File: config.mk
export PLATFORM = sky130hd
export DESIGN_NAME = imm_gen_pipe
export DESIGN_NICKNAME = d
export VERILOG_FILES = /design/src/rtl/imm_gen_pipe.sv
export SDC_FILE = /design/constraint.sdc
export NUM_CORES = 1
export LEC_CHECK = 0
export BUFFER_PORTS_ARGS = -buffer_cell sky130_fd_sc_hd__buf_2
export CORE_MARGIN = 2
export CORE_UTILIZATION = 50
export DETAILED_ROUTE_END_ITERATION = 10
export PLACE_DENSITY = 0.77
export SLEW_MARGIN = 40
export SYNTH_ARGS = -nofsm -noshare
export SYNTH_HDL_FRONTEND = slang
export SYNTH_SLANG_ARGS = --single-unit
File: constraint.sdc
create_clock -name clk -period 1.75 [get_ports clk]
set_clock_uncertainty 0.05 [all_clocks]
set_input_delay 0.35 -clock clk [delete_from_list [all_inputs] [get_ports clk]]
set_output_delay 0.35 -clock clk [all_outputs]
set_load 0.1 [all_outputs]
File: src/rtl/imm_gen_pipe.sv
// imm_gen_pipe: RISC-V immediate decoder (I/U/J/B/S/Z/SH, 111 illegal) feeding a 2-entry ready/valid FIFO of {out, illegal}
module imm_gen_pipe #(
  parameter int XLEN = 32
) (
  input  logic            clk,
  input  logic            rst_n,
  input  logic            in_valid,
  output logic            in_ready,
  input  logic [31:0]     in,
  input  logic [2:0]      imm_sel,
  output logic            out_valid,
  input  logic            out_ready,
  output logic [XLEN-1:0] out,
  output logic            illegal
);
  logic [31:0]   imm32;
  logic [XLEN:0] mem_q [2];
  logic [XLEN:0] mem_d [2];
  logic          wr_q, wr_d, rd_q, rd_d;
  logic [1:0]    cnt_q, cnt_d;
  logic          push, pop;
  always_comb begin
    imm32 = imm_sel == 3'd0 ? {{20{in[31]}}, in[31:20]} :
            imm_sel == 3'd1 ? {in[31:12], 12'b0} :
            imm_sel == 3'd2 ? {{12{in[31]}}, in[19:12], in[20], in[30:21], 1'b0} :
            imm_sel == 3'd3 ? {{20{in[31]}}, in[7], in[30:25], in[11:8], 1'b0} :
            imm_sel == 3'd4 ? {{21{in[31]}}, in[30:25], in[11:7]} :
            imm_sel == 3'd5 ? {27'b0, in[19:15]} :
            imm_sel == 3'd6 ? {26'b0, XLEN == 64 ? in[25] : 1'b0, in[24:20]} :
            32'b0;
  end
  assign in_ready  = cnt_q != 2'd2;
  assign out_valid = cnt_q != 2'd0;
  assign push      = in_valid & in_ready;
  assign pop       = out_valid & out_ready;
  assign {out, illegal} = mem_q[rd_q];
  always_comb begin
    mem_d = mem_q;
    if (push) mem_d[wr_q] = {XLEN'($signed(imm32)), imm_sel == 3'd7};
    wr_d  = wr_q ^ push;
    rd_d  = rd_q ^ pop;
    cnt_d = cnt_q + {1'b0, push} - {1'b0, pop};
  end
  always_ff @(posedge clk or negedge rst_n) begin
    if (!rst_n) begin
      mem_q <= '{default: '0};
      wr_q  <= 1'b0;
      rd_q  <= 1'b0;
      cnt_q <= 2'd0;
    end else begin
      mem_q <= mem_d;
      wr_q  <= wr_d;
      rd_q  <= rd_d;
      cnt_q <= cnt_d;
    end
  end
endmodule

== After elaboration in Yosys (flattened, before gate mapping) ==
Index checks and enable logic that the tools add are counted.
Word-level totals
  bits in registers: 70
  bits of input ports: 39
  output and inout port bits: 35
  logic and storage cells: 40
Operators by class
  $add $sub $neg: 2
  order comparisons: 3
  equal/unequal tests: 8
  mux-type cells: 13
  bitwise gates (word level): 6
  reduce and logical (&&, ||, !) cells: 3
Operators with widths (number)
  two-way mux 32 bit: 5
  two-way mux 33 bit: 4
  bitwise mux 66 bit: 1
  demux 33 bit (select 1 bit): 1
  == test 3 bit (second input constant): 4
  two-way mux 5 bit: 2
  == test 3 x 2 -> 1 bit (second input constant): 2
  greater-or-equal comparator 2 bit (second input constant): 2
  NOT 1 -> 2 bit: 2
  == test 3 x 1 -> 1 bit (second input constant): 1
  zero test 3 bit: 1
  adder 2 x 1 -> 2 bit: 1
  AND 1 bit: 2
  less-than comparator 2 x 1 -> 1 bit (second input constant): 1
  != test 2 bit (second input constant): 1
  nonzero test 2 bit: 1
  subtractor 2 x 1 -> 2 bit: 1
  bitwise XOR 1 bit: 2
  logical AND 1 bit: 1

== Logic depth before layout (Yosys ltp) ==
  word-level depth: 9
  gate-level depth with buffers: 8
  depth with buffers taken out: 8

== Least setup slack after synthesis ==
OpenSTA, ideal clock, no wires.
  kind: reg2out
  start: reg rd_q
  end: out out[7]
  arrival: 2787 ps
  data required time: 1350 ps
  slack: -1437 ps
  stages on the path, launching flop included: 4
  path buffers: 2
  path through: dfrtp_1 clkbuf_1 clkbuf_1 o21ai_0
On the way
  cells in the longest elaborated chain, start to end: 4
RTL lines
  start: declaration: line 19  | logic wr_q, wr_d, rd_q, rd_d;
  start signal: assignment: line 53  | rd_q <= rd_d;
  NOT 1 -> 2 bit (implied by the code): line 36  | assign {out, illegal} = mem_q[rd_q];
  two-way mux 33 bit (implied by the code) (3 in series): line 36
  end: declaration: line 13  | output logic [XLEN-1:0] out,
Every way passes these cells. The select of a mux whose other input is x is not followed.

== Worst setup path in the final report ==
  start: reg rd_q
  end: out out[22]
The elaborated chain is that of the path after synthesis.

==> flow_summary.rst <==
.. list-table::
   :header-rows: 1

   * - Metric
     - Value
   * - Result of the run
     - finished with violations
   * - Violated checks
     - negative setup slack
   * - Seq/Total Area, Yosys
     - 0.483
   * - Crit path launch
     - rd_q
   * - Setup total negative slack
     - -5870 ps
   * - I/O pin count
     - 74
   * - Portion of synthesized cell area occupied by the leading cell type
     - 0.483
   * - Beginning of the worst hold path
     - in[30]
   * - Cells taking the most area after synthesis
     - sky130_fd_sc_hd__dfrtp_1 48%, sky130_fd_sc_hd__mux2_2 12%, sky130_fd_sc_hd__a21oi_1 5.9%
   * - Clock-pin slew on the worst setup and hold paths
     - 70 ps
   * - Fmax
     - 509 MHz
   * - Share of synthesized area spent on multiplexers
     - 0.122
   * - Post-synth design cell area
     - 0.00363 mm2
   * - Root Buffer
     - sky130_fd_sc_hd__clkbuf_8
   * - Overall overflow remaining after global route
     - 0
   * - Initial antenna violation count
     - 0
   * - Number of buffers between clock root and the deepest sink
     - 2
   * - Avg Vias per Cell
     - roughly 5.7
   * - Number of buffers added by the clock tree synthesis step
     - 9
   * - Final hold violation count
     - 0
   * - N_diodes
     - 0
   * - CP Data Arrival Time
     - 1560 ps
   * - Skew-Pair Late Insertion Delay
     - between 300 and 400 ps
   * - Area share of fa/ha/maj cells after synthesis
     - 0.0138
   * - Remaining design rule violation count
     - 0
   * - Count of buffers inserted at the top-level ports
     - 66
   * - Iteration-0 DRC Markers
     - 194
   * - Overall die area
     - 0.00795 mm2
   * - Post-layout minimum cycle time
     - 1960 ps
   * - Worst slew margin
     - 0.573
   * - Finish-stage setup viols
     - 33
   * - Post-synthesis share of cell area spent on xor and xnor gates
     - 0.00724
   * - Final Worst Setup Slack
     - -214 ps
   * - DPL Wire Length
     - 6170 um
   * - Cell types with the highest counts after synthesis
     - 70 x sky130_fd_sc_hd__dfrtp_1, 51 x sky130_fd_sc_hd__nor2_1, 43 x sky130_fd_sc_hd__a21oi_1, 38 x sky130_fd_sc_hd__mux2_2, 26 x sky130_fd_sc_hd__o21ai_0
   * - Reg-to-reg critical path startpoint
     - cnt_q[1]
   * - FP Rows
     - 31
   * - Wire length of the first global-routing pass
     - 14400 um
   * - Synthesized netlist net count
     - 419
   * - Most numerous cell in the Yosys netlist
     - sky130_fd_sc_hd__dfrtp_1
   * - Share of final-layout standard cells stronger than drive strength 1
     - 0.369
   * - Simple logic cell fraction of the synthesized area
     - 0.143
   * - Cells after synthesis
     - 376
   * - Number of flops mapped to enable cells by yosys
     - 0
   * - Most used flip-flop cell after synthesis
     - sky130_fd_sc_hd__dfrtp_1
   * - Number of global-route vias before repair
     - 3053
   * - Detail-routed net length per standard cell
     - 16.2 um
   * - Library cell with the largest summed area after synthesis
     - sky130_fd_sc_hd__dfrtp_1
   * - H-Tree Level Count
     - 3
   * - Main combinational cell family by area after synthesis
     - compound AO/OA/AOI/OAI gates
   * - Tightest Pin Transition
     - 640 ps
   * - Max-capacitance violation count
     - 0
   * - Kind of end point of the critical path
     - output pin
   * - Data required time at the worst endpoint
     - 1350 ps
   * - Number of slew-limit violations in the final report
     - 0
   * - Y dimension of the die
     - roughly 90 um
   * - Initial standard-cell utilization of the core
     - 0.508
   * - Relative area change from synthesis to final layout
     - 39.4%
   * - FF+latch count, synth
     - 70
   * - Total Routed Length
     - 8920 um
   * - Remaining number of nets flagged by the antenna check after routing
     - 0
   * - Path class of the lowest-slack min-delay path
     - input port to flip-flop
   * - Yosys Warn Count
     - 0
   * - Area of the core
     - 0.00714 mm2
   * - Number of clock sinks seen by CTS
     - 70
   * - Gp weighted congestion
     - slightly below 0.9
   * - Net count, final
     - ~500
   * - Die boundary width
     - between 80 and 90 um
   * - Synth Area in Compound Gates
     - 0.169
   * - Syn avg cell area
     - between 9 and 10 um2
   * - Worst Path Max Fanout
     - 16
   * - Proportion of synthesized flip-flops having asynchronous set or reset
     - 1.00
   * - Number of distinct library cells after synthesis
     - 31
   * - Clock tree from TritonCTS
     - yes
   * - Detailed-router iteration count before antenna repair
     - 5
   * - Total track usage
     - 0.239
   * - Unrepaired setup endpoints after global routing
     - true
   * - Crit Path Category
     - flip-flop to output pin
   * - Maximum number of pins on one net before global-route repair
     - 71
   * - Overall via count from detail_route
     - ~3.1k
   * - Startpoint Class
     - flip-flop
   * - Tcrit/Tclk final
     - 1.12
-- final timing paths --
path | end | slack, ps | cells past startpoint
worst min register to register | mem_q[33] | 470 | 1
min in group asynchronous | mem_q[9] | 490 | 3
max in group asynchronous | rd_q | 840 | 3
worst max register to register | cnt_q[1] | 70 | 7
worst min-delay path | mem_q[44] | 210 | 3
worst max-delay path | out[22] | -210 | 3
-- final cells by class --
cell class	count	area [um2]
clock buffer	11	141
clock inverter	5	106
fill	544	2080
inverter	19	71.3
multi-input combinational	255	1780
sequential	70	1750
tap	99	124
timing repair buffer	90	1080
-- critical path: stages, from the launching register on --
cell and delay [ps]:
sky130_fd_sc_hd__dfrtp_2 460, sky130_fd_sc_hd__buf_12 190, sky130_fd_sc_hd__mux2_2 380, sky130_fd_sc_hd__buf_12 170
-- through the flow --
| stage | cells | utilization | instance area, um2 | hold slack (ps) | worst slack, ps |
|---|---|---|---|---|---|
| 2_1_floorplan | 376 | - | 3750 | 4.41 | -199 |
| 3_3_place_gp | 529 | 0.661 | 4720 | 344 | 82.0 |
| 3_5_place_dp | 529 | 0.661 | 4720 | 352 | -11.0 |
| 4_1_cts | 546 | 0.699 | 4990 | 205 | -222 |
| 5_1_grt | 549 | 0.708 | 5050 | 219 | -228 |
| 6_report | 549 | 0.708 | 5050 | 212 | -214 |
-- sequential cells by signal, summed over array words and instances (netlist names) --
name and cells:
wr_q 1, mem_q 66, cnt_q 2, rd_q 1
-- layout by cell type (no fill, tap or decap), drive strengths merged --
cell,instances
buf,87
dfrtp,70
nor2,51
a21oi,43
mux2,38
o21ai,26
inv,19
nand3,18
clkbuf,13
a22oi,11
nand2,11
and2,10
a41oi,8
a221oi,8
nor2b,7
nand2b,5
a21o,4
ha,4
bufinv,3
xnor2,2
nor3b,2
or2,1
xor2,1
and4b,1
nor4b,1
a311oi,1
and3,1
mux2i,1
clkinv,1
clkinvlp,1
dlygate4sd3,1
-- cells by family after synthesis --
kind of cell | after synthesis
AOI/OAI and AO/OA | 101
xor gates and xnor gates | 3
muxes | 39
DFF | 70
adders and majority gates | 4
and+or+nand+nor | 108
buffers and inverters | 51
-- routing by layer --
| layer | share of wire | wire (um) | vias to the layer above | GRT usage |
|---|---|---|---|---|
| met1 | 0.41 | 3680 | 1536 | 0.305 |
| met3 | 0.050 | 444 | 18 | 0.0526 |
| met5 | 0 | 0 | - | 0 |
| met4 | 0.021 | 189 | 0 | 0.0841 |
| li1 | - | - | 1458 | - |
| met2 | 0.52 | 4610 | 107 | 0.402 |
-- timing repair --
action / CTS / global route
hold buffers: 1 / 0
hold endpoints to repair: 70 / 0
setup buffers: 0 / 2
resized for setup: 4 / 6
setup endpoints to repair: 34 / 36
cloned: 0 / 1
Power is left out: the tool's default activity adds up to more than one toggle a clock period on the data nets, which glitch-free logic cannot reach.
